## src/rtl/inst_fetch_ctrl.sv

```systemverilog
`default_nettype none
// ============================================================================
//  Module      : inst_fetch_ctrl
//  Description : Instruction fetch controller for the filter processor.
//                Owns the program counter, presents instructions to the
//                decoder through a valid/ready handshake, handles branch
//                redirects and halt detection, and lends the memory port to
//                a host loader between runs.
//  Revision    : 1.0 - initial release
// ============================================================================
module inst_fetch_ctrl #(
    parameter int                ADDR_W    = 32,
    parameter int                INST_W    = 16,
    parameter int                MEM_DEPTH = 16,
    parameter logic [INST_W-1:0] HALT_INST = 16'hFFFF
) (
    input  logic              clk,
    input  logic              rst_n,
    input  logic              start,
    input  logic              load_en,
    input  logic              load_we,
    input  logic [ADDR_W-1:0] load_addr,
    input  logic [INST_W-1:0] load_data,
    output logic [ADDR_W-1:0] mem_addr,
    output logic              mem_we,
    output logic [INST_W-1:0] mem_wdata,
    input  logic [INST_W-1:0] mem_rdata,
    output logic [INST_W-1:0] inst,
    output logic [ADDR_W-1:0] inst_pc,
    output logic              inst_valid,
    input  logic              inst_ready,
    input  logic              br_taken,
    input  logic [ADDR_W-1:0] br_target,
    output logic [ADDR_W-1:0] pc,
    output logic              busy,
    output logic              halted,
    output logic              err
);

    localparam logic [2:0] c_ST_IDLE = 3'd0;
    localparam logic [2:0] c_ST_LOAD = 3'd1;
    localparam logic [2:0] c_ST_RUN  = 3'd2;
    localparam logic [2:0] c_ST_HALT = 3'd3;
    localparam logic [2:0] c_ST_ERR  = 3'd4;

    localparam logic [ADDR_W-1:0] c_MEM_DEPTH = ADDR_W'(MEM_DEPTH);
    localparam logic [ADDR_W-1:0] c_PC_STEP   = ADDR_W'(1);

    logic [2:0]        r_state;
    logic [ADDR_W-1:0] r_pc;
    logic [INST_W-1:0] r_inst;
    logic [ADDR_W-1:0] r_inst_pc;
    logic              r_inst_valid;
    logic              r_err;

    logic [2:0]        w_state_nxt;
    logic [ADDR_W-1:0] w_pc_nxt;
    logic [INST_W-1:0] w_inst_nxt;
    logic [ADDR_W-1:0] w_inst_pc_nxt;
    logic              w_inst_valid_nxt;
    logic              w_err_nxt;

    logic              w_load_in_range;
    logic              w_pc_in_range;
    logic              w_tgt_in_range;
    logic              w_fetch_en;

    assign w_load_in_range = (load_addr < c_MEM_DEPTH);
    assign w_pc_in_range   = (r_pc < c_MEM_DEPTH);
    assign w_tgt_in_range  = (br_target < c_MEM_DEPTH);
    // A branch always wins over a fetch in the same cycle.
    assign w_fetch_en      = (!r_inst_valid || inst_ready) && !br_taken;

    // Memory port mux: host drives address/data while loading, PC otherwise.
    assign mem_addr  = (r_state == c_ST_LOAD) ? load_addr : r_pc;
    assign mem_wdata = load_data;
    assign mem_we    = (r_state == c_ST_LOAD) && load_en && load_we && w_load_in_range;

    assign inst       = r_inst;
    assign inst_pc    = r_inst_pc;
    assign inst_valid = r_inst_valid;
    assign pc         = r_pc;
    assign err        = r_err;
    assign busy       = (r_state == c_ST_RUN);
    assign halted     = (r_state == c_ST_HALT);

    // Next-state and next-register computation for the fetch FSM.
    always_comb begin
        w_state_nxt      = r_state;
        w_pc_nxt         = r_pc;
        w_inst_nxt       = r_inst;
        w_inst_pc_nxt    = r_inst_pc;
        w_inst_valid_nxt = r_inst_valid;
        w_err_nxt        = r_err;

        case (r_state)
            c_ST_IDLE, c_ST_HALT, c_ST_ERR: begin
                w_inst_valid_nxt = 1'b0;
                if (r_state == c_ST_ERR) begin
                    w_err_nxt = 1'b1;
                end
                if (load_en) begin
                    w_state_nxt = c_ST_LOAD;
                end else if (start) begin
                    w_state_nxt = c_ST_RUN;
                    w_pc_nxt    = '0;
                    w_err_nxt   = 1'b0;
                end
            end

            c_ST_LOAD: begin
                w_inst_valid_nxt = 1'b0;
                if (!load_en) begin
                    w_state_nxt = c_ST_IDLE;
                end else if (!w_load_in_range) begin
                    w_err_nxt = 1'b1;
                end
            end

            c_ST_RUN: begin
                if (br_taken) begin
                    // Flush the wrong-path instruction and redirect.
                    w_inst_valid_nxt = 1'b0;
                    w_pc_nxt         = br_target;
                    if (!w_tgt_in_range) begin
                        w_state_nxt = c_ST_ERR;
                        w_err_nxt   = 1'b1;
                    end
                end else if (w_fetch_en) begin
                    if (!w_pc_in_range) begin
                        w_state_nxt      = c_ST_ERR;
                        w_err_nxt        = 1'b1;
                        w_inst_valid_nxt = 1'b0;
                    end else if (mem_rdata == HALT_INST) begin
                        // Halt word is swallowed; pc stays on it.
                        w_state_nxt      = c_ST_HALT;
                        w_inst_valid_nxt = 1'b0;
                    end else begin
                        w_inst_nxt       = mem_rdata;
                        w_inst_pc_nxt    = r_pc;
                        w_inst_valid_nxt = 1'b1;
                        w_pc_nxt         = r_pc + c_PC_STEP;
                    end
                end
            end

            default: begin
                w_state_nxt      = c_ST_IDLE;
                w_inst_valid_nxt = 1'b0;
            end
        endcase
    end

    // State and datapath registers with asynchronous reset.
    always_ff @(posedge clk or negedge rst_n) begin
        if (!rst_n) begin
            r_state      <= c_ST_IDLE;
            r_pc         <= '0;
            r_inst       <= '0;
            r_inst_pc    <= '0;
            r_inst_valid <= 1'b0;
            r_err        <= 1'b0;
        end else begin
            r_state      <= w_state_nxt;
            r_pc         <= w_pc_nxt;
            r_inst       <= w_inst_nxt;
            r_inst_pc    <= w_inst_pc_nxt;
            r_inst_valid <= w_inst_valid_nxt;
            r_err        <= w_err_nxt;
        end
    end

endmodule
`default_nettype wire

```

## config.mk

```make
export PLATFORM = sky130hd
export DESIGN_NAME = inst_fetch_ctrl
export DESIGN_NICKNAME = d
export VERILOG_FILES = /design/src/rtl/inst_fetch_ctrl.sv
export SDC_FILE = /design/constraint.sdc
export NUM_CORES = 1
export LEC_CHECK = 0
export CAP_MARGIN = 15
export CORE_ASPECT_RATIO = 1.75
export CORE_MARGIN = 1.5
export CORE_UTILIZATION = 35
export DETAILED_ROUTE_END_ITERATION = 12
export PLACE_DENSITY = 0.78
export SETUP_SLACK_MARGIN = 0.02
export SLEW_MARGIN = 20
export SYNTH_ARGS = -nofsm -noshare
export SYNTH_HDL_FRONTEND = slang
export SYNTH_SLANG_ARGS = --single-unit
```

## constraint.sdc

```tcl
create_clock -name clk -period 1.95 [get_ports clk]
set_input_delay 0.39 -clock clk [delete_from_list [all_inputs] [get_ports clk]]
set_output_delay 0.39 -clock clk [all_outputs]
set_load 0.02 [all_outputs]
```

==> metrics.md <==
| Metric | Value |
|---|---|
| H-tree levels | 3 |
| Sequential area share after synthesis | 52.4% |
| Final Util | 71.8% |
| Max VDD drop | 0.00115 V |
| Worst-Margin Slew | 470 ps |
| RR Startpoint | pc[15] |
| Die ar. | 0.0123 mm2 |
| Period utilisation layout | 119% |
| Post-synth EDFFs | 0 |
| Final hold vios | 0 |
| CTS tree | built |
| Failing checks | setup timing |
| Core Region | 0.0112 mm2 |
| Worst path required time | 2170 ps |
| Dpl hpwl | 11200 um |
| Residual DRC count | 0 |
| Routed Antenna Nets | 0 |
| Post-Syn Instances | 335 |
| Syn. warnings | 0 |
| Critical path's most frequent cell | buf_6 |
| Critical path endpoint category | flop |
| Commonest non-fill, non-tap cells in the layout | 145 x clkdlybuf4s50_1, 84 x buf_4, 83 x dfrtp_1, 50 x buf_6, 45 x mux2_4 |
| DIE HEIGHT | 145 um |
| Area leader, netlist | dfrtp_1 |
| HP Class | in2async |
| R2R setup slack | -370 ps |
| Status | finished, violations left |
| Initial Util | 36.2% |
| IO Pins | 236 |
| Buf+Inv Stages, Crit Path | 4 |
| Yosys top cell area share | 52.4% |
| Fill cell count | 726 |
| Setup CP Type | reg2reg |
| CTS root buf | clkbuf_16 |
| Minimum clock period | 2320 ps |
| CP max FO | 6 |
| RSZ-0062 raised after global routing | yes |
| Synthesis-to-finish area growth | 98.7% |
| Final wirelength | 17700 um |
| Rel. slew slack | 68.7% |
| Vias in the first global route | 4509 |
| Nets | 736 |
| Port bufs | 203 |
| CP max stage delay | 420 ps |
| Commonest non-fill, non-tap cell in the layout | clkdlybuf4s50_1 |
| Worst-Skew Late Latency | 340 ps |
| Top delay family on crit path | simple AND/OR/NAND/NOR gates |
| CTS Hold Bufs | 0 |
| First-pass GRT wire length | 23600 um |
| CP Depth | 8 |
| Prevailing post-synth register cell | dfrtp_1 |
| Leak Pwr | 3.81 nW |
| Share of cells above drive strength 1 | 42.5% |
| Inserted Diodes | 0 |
| Vias | 4262 |
| Setup crit end | inst_pc[2] |
| Num rows | 51 |
| Wirelength per Cell | 23.0 um |
| CP Launch Point | pc[15] |
| CP max-delay cell | dfrtp_1 |
| Synth Cell Area | 0.00406 mm2 |
| Global placement routability congestion | 0.872 |
| R2r endpoint | inst_pc[2] |
| Max-cap violations | 0 |
| Initial DRT Pass Iterations | 4 |
| Total power | 11.2 mW |
| Critical-path cell list | nor4_2 -> buf_4 -> nand4_1 -> buf_6 -> nor4_4 -> buf_6 -> clkbuf_16 -> mux2_4 |
| Post-Synthesis Net Count | 439 |
| Iteration-0 DRC count of the detailed router | 196 |
| CTS max path bufs | 2 |
| Reg2Reg Depth | 8 |
| CP arrival | 2540 ps |
| Fraction of registers with async set/reset | 100% |
| Vias per std cell | 5.54 |
| Initial antenna violation count | 0 |
| Width of the chip | 84.4 um |
| Final setup vio count | 104 |
| Clock skew | 5.41 ps |
| Synthesis-stage register bit count | 85 |
| Clock Pin Slew Worst Setup and Hold Paths | 60 ps |
| Gr usage total | 25.0% |
| Max Fclk | 0.431 GHz |
| Avg Synthesized Cell Area | 12.1 um2 |
| Pwr/cell area | 1390 mW/mm2 |
| Largest net degree at the start of global routing | 38 |
| Overflow after GRT | 0 |
| Netlist cell types | 46 |
| CTS Buf Count | 9 |
| CP Launch Type | flop |
| Clock sinks | 85 |
| Setup ws final | -372 ps |
| Final slew viol count | 0 |
| Synth top area cells | dfrtp_1 52%, mux2_2 14%, a22o_1 6.0% |
-- flip-flops by register name, summed over array words and instances, names as in the netlist --
register and flops:
r_state 3, err 1, inst 16, pc 32
inst_pc 32, inst_valid 1
-- stage by stage --
step / std cells / cell area [um2] / setup TNS, ps / hold slack (ps) / setup WS (ps)
5_1_grt: 769 / 8070 / -30560 / 22.6 / -412
2_1_floorplan: 335 / 4080 / -5010 / 94.4 / -204
6_report: 769 / 8070 / -25350 / 4.88 / -372
4_1_cts: 749 / 7210 / -19840 / 3.28 / -282
3_5_place_dp: 725 / 6770 / -42210 / 373 / -803
3_3_place_gp: 725 / 6770 / -39460 / 366 / -845
-- cell type report --
type | count | area (um2) | share of cell area, %
Sequential cell | 85 | 2130 | 26.4
Tap cell | 132 | 165 | 2.05
Inverter | 6 | 22.5 | 0.279
Clock inverter | 6 | 47.5 | 0.589
Clock buffer | 10 | 239 | 2.96
Timing Repair Buffer | 319 | 3270 | 40.6
Multi-Input combinational cell | 211 | 2190 | 27.1
-- synth_stat cells, drive strengths merged, types with 2 or more instances --
cell	n
a21oi	4
a22o	28
a22oi	2
a2bb2oi	2
buf	27
clkbuf	6
dfrtp	85
inv	6
mux2	53
mux2i	2
nand2	8
nand2b	4
nand3	5
nand3b	2
nand4	8
nor2	8
nor2b	31
nor3	3
nor4	24
o21ai	9
or4	2
-- cells by family after synthesis --
group | count (synthesis) | synth area share [%]
AND/OR/NAND/NOR | 99 | 15.3
flip-flops | 85 | 52.4
AO/OA/AOI/OAI | 55 | 10.8
multiplexers | 55 | 15.2
buffers and inverters | 39 | 5.89
XOR/XNOR | 1 | 0.216
adder cells (fa/ha/maj) | 1 | 0.308
-- worst register-to-register path: cells and delay by family (launching register included) --
family	cells	cell delay (ps)
buffers and inverters	4	700
flip-flops	1	420
multiplexers	1	300
AND/OR/NAND/NOR	3	780
-- report_power, final --
part | internal (mW) | switching [mW]
clock network | 0.906 | 0.713
logic | 3.83 | 3.30
registers | 2.18 | 0.313
-- metal layers --
metal,track usage (%),wire length [um]
met5,0,0
met4,17.0,1490
met3,6.01,1140
met2,46.1,9410
met1,23.9,5640
-- worst min-delay path by stage --
stage / startpoint / to / slack (ps)
6_report: rst_n / pc[30] / 5
5_1_grt: rst_n / inst_pc[5] / 20
4_1_cts: rst_n / inst_pc[5] / 3
3_5_place_dp: rst_n / pc[29] / 370
3_3_place_gp: rst_n / pc[29] / 370
2_1_floorplan: rst_n / err / 90
-- what timing repair did --
| action | in CTS | in global routing |
|---|---|---|
| pin swaps | 25 | 18 |
| resized for setup | 206 | 159 |
| buffers inserted | 7 | 13 |
| cloned | 3 | 8 |
| setup endpoints to repair | 107 | 106 |
(Power assumes the default switching activity.)
